`src/rtl/data_mem_responder.sv`:
```
// data_mem_responder
//   Fixed-latency single-port data memory responder. Each request (exactly one
//   of load/store) is accepted in IDLE and completes LATENCY cycles later with
//   a one-cycle mem_in_done pulse. When both flags are high in IDLE, nothing is
//   accepted and mem_err pulses instead.
//
//   Optional build macro DATA_MEM_RESPONDER_RANGE_CHECK_EN:
//     defined   - addresses >= DEPTH complete normally, but they never write,
//                 a load returns 0, and mem_err pulses with mem_in_done.
//     undefined - the address is taken modulo DEPTH.
//
// Ports
//   clk            in   rising-edge clock
//   rst            in   asynchronous active-high reset (state, outputs, array)
//   out_1_mem_addr in   [ADDR_W] request word address
//   out_1_mem_data in   [DATA_W] store data
//   out_load_flag  in   load request
//   out_store_flag in   store request
//   load_data      out  [DATA_W] last load result, held until the next load
//   mem_in_done    out  one-cycle completion pulse
//   mem_busy       out  high in WAIT and DONE
//   mem_err        out  one-cycle error pulse
module data_mem_responder #(
  parameter int ADDR_W  = 5,
  parameter int DATA_W  = 32,
  parameter int DEPTH   = 32,
  parameter int LATENCY = 2
) (
  input  logic              clk,
  input  logic              rst,
  input  logic [ADDR_W-1:0] out_1_mem_addr,
  input  logic [DATA_W-1:0] out_1_mem_data,
  input  logic              out_load_flag,
  input  logic              out_store_flag,
  output logic [DATA_W-1:0] load_data,
  output logic              mem_in_done,
  output logic              mem_busy,
  output logic              mem_err
);

  localparam int CNT_W     = (LATENCY > 1) ? $clog2(LATENCY) : 1;
  localparam int MEM_WORDS = 2 ** ADDR_W;
  localparam logic [CNT_W-1:0]  CNT_INIT = CNT_W'(LATENCY - 1);
  localparam logic [ADDR_W:0]   DEPTH_L  = (ADDR_W + 1)'(DEPTH);

  typedef enum logic [1:0] {
    IDLE = 2'd0,
    WAIT = 2'd1,
    DONE = 2'd2
  } state_t;

  state_t            r_state, w_next;
  logic [CNT_W-1:0]  r_cnt, w_cnt_next;
  logic [ADDR_W-1:0] r_idx;
  logic              r_oor;
  logic              r_is_load;
  logic [DATA_W-1:0] r_load_data;
  logic              r_err, w_err_next;
  // Sized to the full address space so any index is legal; words at DEPTH
  // and above are never written and stay constant zero.
  logic [DATA_W-1:0] r_mem [MEM_WORDS];

  logic              w_req_one, w_req_both, w_accept, w_enter_done;
  logic [ADDR_W-1:0] w_in_idx, w_rd_idx;
  logic              w_in_oor, w_rd_oor, w_rd_load;

  assign w_req_one  = out_load_flag ^ out_store_flag;
  assign w_req_both = out_load_flag & out_store_flag;
  assign w_accept   = (r_state == IDLE) && w_req_one;
  assign w_in_idx   = ADDR_W'({1'b0, out_1_mem_addr} % DEPTH_L);

`ifdef DATA_MEM_RESPONDER_RANGE_CHECK_EN
  assign w_in_oor = ({1'b0, out_1_mem_addr} >= DEPTH_L);
`else
  assign w_in_oor = 1'b0;
`endif

  // With LATENCY=1, DONE is entered straight from IDLE at the accept edge,
  // so the read must use the live request rather than the captured one.
  assign w_rd_idx  = (r_state == IDLE) ? w_in_idx      : r_idx;
  assign w_rd_oor  = (r_state == IDLE) ? w_in_oor      : r_oor;
  assign w_rd_load = (r_state == IDLE) ? out_load_flag : r_is_load;

  always_ff @(posedge clk or posedge rst) begin
    if (rst) r_state <= IDLE;
    else     r_state <= w_next;
  end

  always_comb begin
    w_next     = r_state;
    w_cnt_next = r_cnt;
    w_err_next = 1'b0;
    case (r_state)
      IDLE: begin
        if (w_req_one) begin
          w_cnt_next = CNT_INIT;
          w_next     = (LATENCY == 1) ? DONE : WAIT;
        end else if (w_req_both) begin
          w_err_next = 1'b1;
        end
      end
      WAIT: begin
        w_cnt_next = r_cnt - CNT_W'(1);
        if (r_cnt == CNT_W'(1)) w_next = DONE;
      end
      DONE:    w_next = IDLE;
      default: w_next = IDLE;
    endcase
    w_enter_done = (w_next == DONE) && (r_state != DONE);
    if (w_enter_done && w_rd_oor) w_err_next = 1'b1;
  end

  always_ff @(posedge clk or posedge rst) begin
    if (rst) begin
      r_cnt       <= '0;
      r_idx       <= '0;
      r_oor       <= 1'b0;
      r_is_load   <= 1'b0;
      r_load_data <= '0;
      r_err       <= 1'b0;
      for (int unsigned i = 0; i < MEM_WORDS; i++) r_mem[i] <= '0;
    end else begin
      r_cnt <= w_cnt_next;
      r_err <= w_err_next;
      if (w_accept) begin
        r_idx     <= w_in_idx;
        r_oor     <= w_in_oor;
        r_is_load <= out_load_flag;
        if (out_store_flag && !w_in_oor) r_mem[w_in_idx] <= out_1_mem_data;
      end
      if (w_enter_done && w_rd_load)
        r_load_data <= w_rd_oor ? '0 : r_mem[w_rd_idx];
    end
  end

  assign load_data   = r_load_data;
  assign mem_in_done = (r_state == DONE);
  assign mem_busy    = (r_state != IDLE);
  assign mem_err     = r_err;

endmodule

```
`config.mk`:
```
export PLATFORM = sky130hd
export DESIGN_NAME = data_mem_responder
export DESIGN_NICKNAME = d
export VERILOG_FILES = /design/src/rtl/data_mem_responder.sv
export SDC_FILE = /design/constraint.sdc
export NUM_CORES = 2
export LEC_CHECK = 0
export CORE_MARGIN = 3
export CORE_UTILIZATION = 44
export CTS_CLUSTER_SIZE = 30
export DETAILED_ROUTE_END_ITERATION = 7
export MAX_ROUTING_LAYER = met4
export PLACE_DENSITY = 0.69
export SKIP_LAST_GASP = 1
export SYNTH_ARGS = -nofsm -noshare
export SYNTH_HDL_FRONTEND = slang
export SYNTH_SLANG_ARGS = --single-unit
```
`constraint.sdc`:
```
create_clock -name clk -period 114.2 [get_ports clk]
set_input_delay 34.26 -clock clk [delete_from_list [all_inputs] [get_ports clk]]
set_output_delay 34.26 -clock clk [all_outputs]
set_load 0.01 [all_outputs]
```
; ---- Yosys cells after proc, flatten, opt, wreduce, memory -nomap -nowiden
; Index checks and enable logic that the tools add are counted.
[classes]
addsub = 1
magnitude_cmp = 3
eq_ne = 5
muxes = 16
n_bitwise = 4
reduce_logical = 9
[op_table]
columns = operator, count
row1 = $bwmux W1024, 1
row2 = $bmux W32 S5, 1
row3 = $demux W32 S5, 1
row4 = $mux W32, 3
row5 = $ge A6 B6 Y1 const B, 2
row6 = $not A5 Y6, 2
row7 = $lt A6 B1 Y1 const B, 1
row8 = $mux W1, 5
row9 = $mux W5, 1
row10 = $eq A2 B2 Y1 const B, 2
row11 = $logic_and A1 B1 Y1, 4
row12 = $mux W2, 2
row13 = $ne A2 B2 Y1 const B, 2
row14 = $pmux W2 S2, 1
row15 = $reduce_and A2 Y1, 2
row16 = $reduce_bool A2 Y1, 2
row17 = $eq A2 B1 Y1 const B, 1
row18 = $logic_not A2 Y1, 1
row19 = $pmux W1 S2, 1
row20 = $and A1 B1 Y1, 1
row21 = $sub A1 B1 Y1 const B, 1
row22 = $xor A1 B1 Y1, 1
[totals]
reg_bits = 1066
in_bits = 41
output_inout_bits = 35
elab_cells = 76

; ---- Longest topological paths before layout
[logic_depth]
ltp_word = 6
mapped_depth = 11
depth_no_buf = 7

; ---- Least setup slack after synthesis
; No wires, ideal clock.
[synth_path]
kind = input -> register
startpoint = input port out_load_flag
endpoint = register r_mem[608] (netlist name)
setup_ns = 0.128
arrival_time_ns = 36.123
t_required_ns = 114.072
path_slack_ns = 77.949
stages = 9
n_path_buf = 3
cell_sequence = ha_1 and2_1 buf_4 nand2_2 or3_1 buf_2 nor3_4 buf_6 mux2_1
[synth_between]
elab_chain_len = 3
[synth_rtl]
columns = element, line
row1 = "start, declared", 33  ; input logic out_load_flag,
row2 = $xor A1 B1 Y1, 67  ; assign w_req_one = out_load_flag ^ out_store_flag;
row3 = $logic_and A1 B1 Y1, 69  ; assign w_accept = (r_state == IDLE) && w_req_one;
row4 = $reduce_and A2 Y1 (no line), -
row5 = "end signal, assigned by index", 129  ; if (out_store_flag && !w_in_oor) r_mem[w_in_idx] <= out_1_mem_data;
row6 = "end, declared", 61  ; logic [DATA_W-1:0] r_mem [MEM_WORDS];
; No other way between the ends.
; A chain may end at the register's enable or synchronous reset.

; ---- Worst setup path in the final report
[layout_path]
startpoint = input port out_1_mem_addr[0]
endpoint = register r_load_data[25], in the netlist load_data[25]
[layout_between]
elab_chain_len = 5
[layout_rtl]
columns = element, line
row1 = "start, declared", 31  ; input logic [ADDR_W-1:0] out_1_mem_addr,
row2 = $mux W5, 80  ; assign w_rd_idx = (r_state == IDLE) ? w_in_idx : r_idx;
row3 = $not A5 Y6 (implied by the code), 132  ; r_load_data <= w_rd_oor ? '0 : r_mem[w_rd_idx];
row4 = $bmux W32 S5, 132
row5 = $mux W32 (implied by the code) (2 in series), 132
row6 = "end signal, assigned", 132
row7 = "end, declared", 57  ; logic [DATA_W-1:0] r_load_data;
; No other way between the ends. The select of a mux whose other input is x is not followed.

==> run summary <==
Post-Synthesis Cells: 3449
Fillers: 9151
xor-xnor portion of the synthesized cell area: 0
FFs w/ async S/R, synth: 1.00
most used cell, CP: buf_12
htree depth: 3
Netlist cell types: 53
crit path time final: 38.06 ns
initial core utilization: 0.447
area delta synth->final: 10.9%
largest family of logic cells by synthesized area: multiplexers
total track usage: 0.238
highest-delay cell along the critical path: buf_12
postcts setup bufs: 0
dpl hpwl: 68900 um
vias per cell: 6.07
Worst Path Max Fanout: 129
Reg2Reg Launch Point: r_state[0]
CP bufs+invs: 4
top cells by area, synth: dfrtp_1 55%, mux2_2 23%, mux2i_1 6.3%
syn_area_per_cell: 14.0 sq um
multiplexer area fraction after synthesis: 0.334
fin crit share: 0.333
Mapped Nets: 3491
Final Max Tran Viols: 0
detailed-route via count: 29465
First DRT Iteration DRCs: 2633
share of layout cells above drive strength 1: 0.381
number of synthesized flops with an enable pin: 0
Hold Path Stages: 1
IO Count: 76
Worst Skew: 0.0290 ns
hold path endpoint: r_mem[627]
power per cell area: 22.8 nW/um^2
area of the multi-input gates: 20200 sq um
Fmax achieved: 26.3 MHz
worst hold path type: register to register
max_cap viols: 0
dpl cells: 4658
IO buf count: 75
CP arrival: 38.60 ns
CTS Sinks: 1066
antenna viol nets, final: 0
global placer's final weighted congestion: 0.760
HP Start: r_mem[627]
drc violations: 0
Reg area: 26700 sq um
Slew @ Worst Pin: 1.29 ns
vias in the first global route: 29784
Hold Violations, Final: 0
Peak supply drop: 0.0258 mV
clock-pin slew on the worst setup and hold paths: 0.06 ns
Die ar.: 114000 sq um
synthesized area: 48200 sq um
clock buffer depth: 3
CTS Buf Count: 109
CP endpoint kind: register
worst-case reg-to-reg path depth: 9
Root Buffer: clkbuf_16
relative slew slack: 0.138
Synth Area in Compound Gates: 0.0425
unrepaired setup endpoints after global routing: no
Core Rows: 120
Main synth FF type: dfrtp_1
max incr delay on CP: 0.75 ns
clk_lat worst skew: 0.69 ns
simple-gate area share of the yosys netlist: 0.0363
Critical Path Source Type: primary input
R2R Setup Slk: 109.68 ns
setup TNS: 0 ns
CTS tree: built
WL/cell: 27.0 um
Layout Cells excl Fill: 4854
register area share after synthesis: 0.554
status: finished clean
Lkg Pwr: 26.0 nW
WS Path Type: primary input to register
YS warnings: 0
Nets: 3408
grt total ovfl: 0
global-route wire length before repair: 197000 um
Critical Path, Cell by Cell: clkdlybuf4s50_1 -> nor3b_2 -> nor2_4 -> buf_4 -> buf_12 -> buf_12 -> mux4_2 -> a22o_1 -> a21oi_1 -> nand4_1
Final setup viols: 0
CP delay by family, top: buffers and inverters
largest net degree at the start of global routing: 181
initial antenna violation count: 5
number of stages on the worst setup path: 10
hold buffer count at CTS: 0
first-pass iteration count of the detailed router: 7
Crit path required time: 114.74 ns
post-synthesis adder-cell area fraction: 0.000260
Die X: 337 um
worst reg2reg path endpoint: load_data[25]
post_cts resized: 0
post-synthesis sequential element count: 1066
Routed WL: 131000 um
top cell type by total area after synthesis: dfrtp_1
chip height: 337 um
Core ar.: 108000 sq um
Yosys top cell area share: 0.554
-- final cells by class --
cell class | count | area share
Antenna cell | 5 | 0.000234
Clock inverter | 29 | 0.00560
Inverter | 3 | 0.000351
Timing Repair Buffer | 139 | 0.0240
Tap cell | 1403 | 0.0329
Sequential cell | 1066 | 0.499
Clock buffer | 162 | 0.0604
Multi-Input combinational cell | 2047 | 0.377
-- metrics by stage --
step | setup slack, ns | area [sq um] | power, W | util | hold slack, ns
finish | 76.14 | 53400 | 0.00122 | 0.496 | 0.482
global route | 75.89 | 53400 | 0.00127 | 0.496 | 0.491
CTS | 76.17 | 53400 | 0.00123 | 0.496 | 0.483
detailed placement | 75.43 | 49900 | 0.000873 | 0.463 | 0.471
global placement | 75.50 | 49900 | 0.000865 | 0.463 | 0.462
floorplan | 49.93 | 48200 | 0.000767 | - | 0.453
-- synth_stat cells (2+ instances only) --
cell type	number
buf_1	2
a31oi_1	32
buf_2	117
clkbuf_1	166
clkbuf_2	5
dfrtp_1	1066
a32oi_1	11
o22ai_1	58
buf_6	9
or4b_1	2
or3_1	2
a22oi_1	29
nor2_1	18
nand2_1	210
a21oi_1	33
mux2i_1	302
nor3b_1	2
nor2b_1	8
a222oi_1	58
o21ai_0	8
mux2_1	69
buf_4	34
o221ai_1	4
o311ai_0	3
nand4b_1	4
inv_1	2
nor3_1	5
nor3_4	2
nand2b_1	3
mux2_2	964
o21ai_1	4
nor3b_2	3
and2_1	4
nand3_1	70
nand4_1	30
a22o_1	30
mux4_2	64
-- cell usage in the layout (no fill, tap or decap), types with 4 or more instances in the layout --
master,netlist,layout
clkbuf_1,166,23
buf_4,34,60
nand3_1,70,70
nor2b_4,0,5
nor2_1,18,14
a21oi_1,33,33
o221ai_1,4,4
clkbuf_8,0,30
diode_2,0,5
mux4_2,64,64
nand2_1,210,185
dfrtp_1,1066,1066
clkdlybuf4s50_1,0,75
nand4b_1,4,4
mux2_2,964,964
nand4_1,30,30
nor2_4,1,5
a31oi_1,32,32
a222oi_1,58,58
nand2_2,1,19
and2_1,4,4
a22oi_1,29,29
a32oi_1,11,11
o21ai_0,8,8
mux2i_1,302,300
o22ai_1,58,58
clkinv_2,0,16
mux2_1,69,69
buf_12,0,4
nand2_4,0,7
clkbuf_16,0,109
a22o_1,30,30
-- per-layer routing --
metal / track usage / vias up / routed length, um
met3: 0.0374 / 253 / 7340
met2: 0.378 / 835 / 62400
met4: 0.0808 / 0 / 4440
met5: - / - / 0
met1: 0.312 / 15887 / 57000
li1: - / 12490 / -
-- kinds of logic (layout without fill, tap and decap cells) --
kind of cell             Yosys count  in the layout
other                              0              5
AND/OR/NAND/NOR                  372            372
AO/OA/AOI/OAI                    275            275
buffers and inverters            336            333
adder cells (fa/ha/maj)            1              1
multiplexers                    1399           1399
flip-flops                      1066           1066
-- state kept, by name, indices dropped and copies added (netlist names) --
| register | cells |
|---|---|
| load_data | 32 |
| mem_err | 1 |
| r_cnt | 1 |
| r_idx | 5 |
| r_is_load | 1 |
| r_mem | 1024 |
| r_state | 2 |
-- report_power, final --
| part | switching [W] | leakage [nW] | internal, W |
|---|---|---|---|
| logic | 0.000205 | 9.75 | 0.000166 |
| registers | 0.0000424 | 14.5 | 0.000454 |
| clock network | 0.000150 | 1.74 | 0.000201 |
-- worst max-delay path by stage --
| stage | startpoint | endpoint |
|---|---|---|
| finish | out_1_mem_addr[0] | load_data[25] |
| global route | out_1_mem_addr[0] | load_data[25] |
| CTS | out_1_mem_addr[0] | load_data[25] |
| detailed placement | out_1_mem_addr[0] | load_data[25] |
| global placement | out_1_mem_addr[0] | load_data[11] |
| floorplan | rst | load_data[0] |
Note: power is estimated with default switching activity, not from simulation.
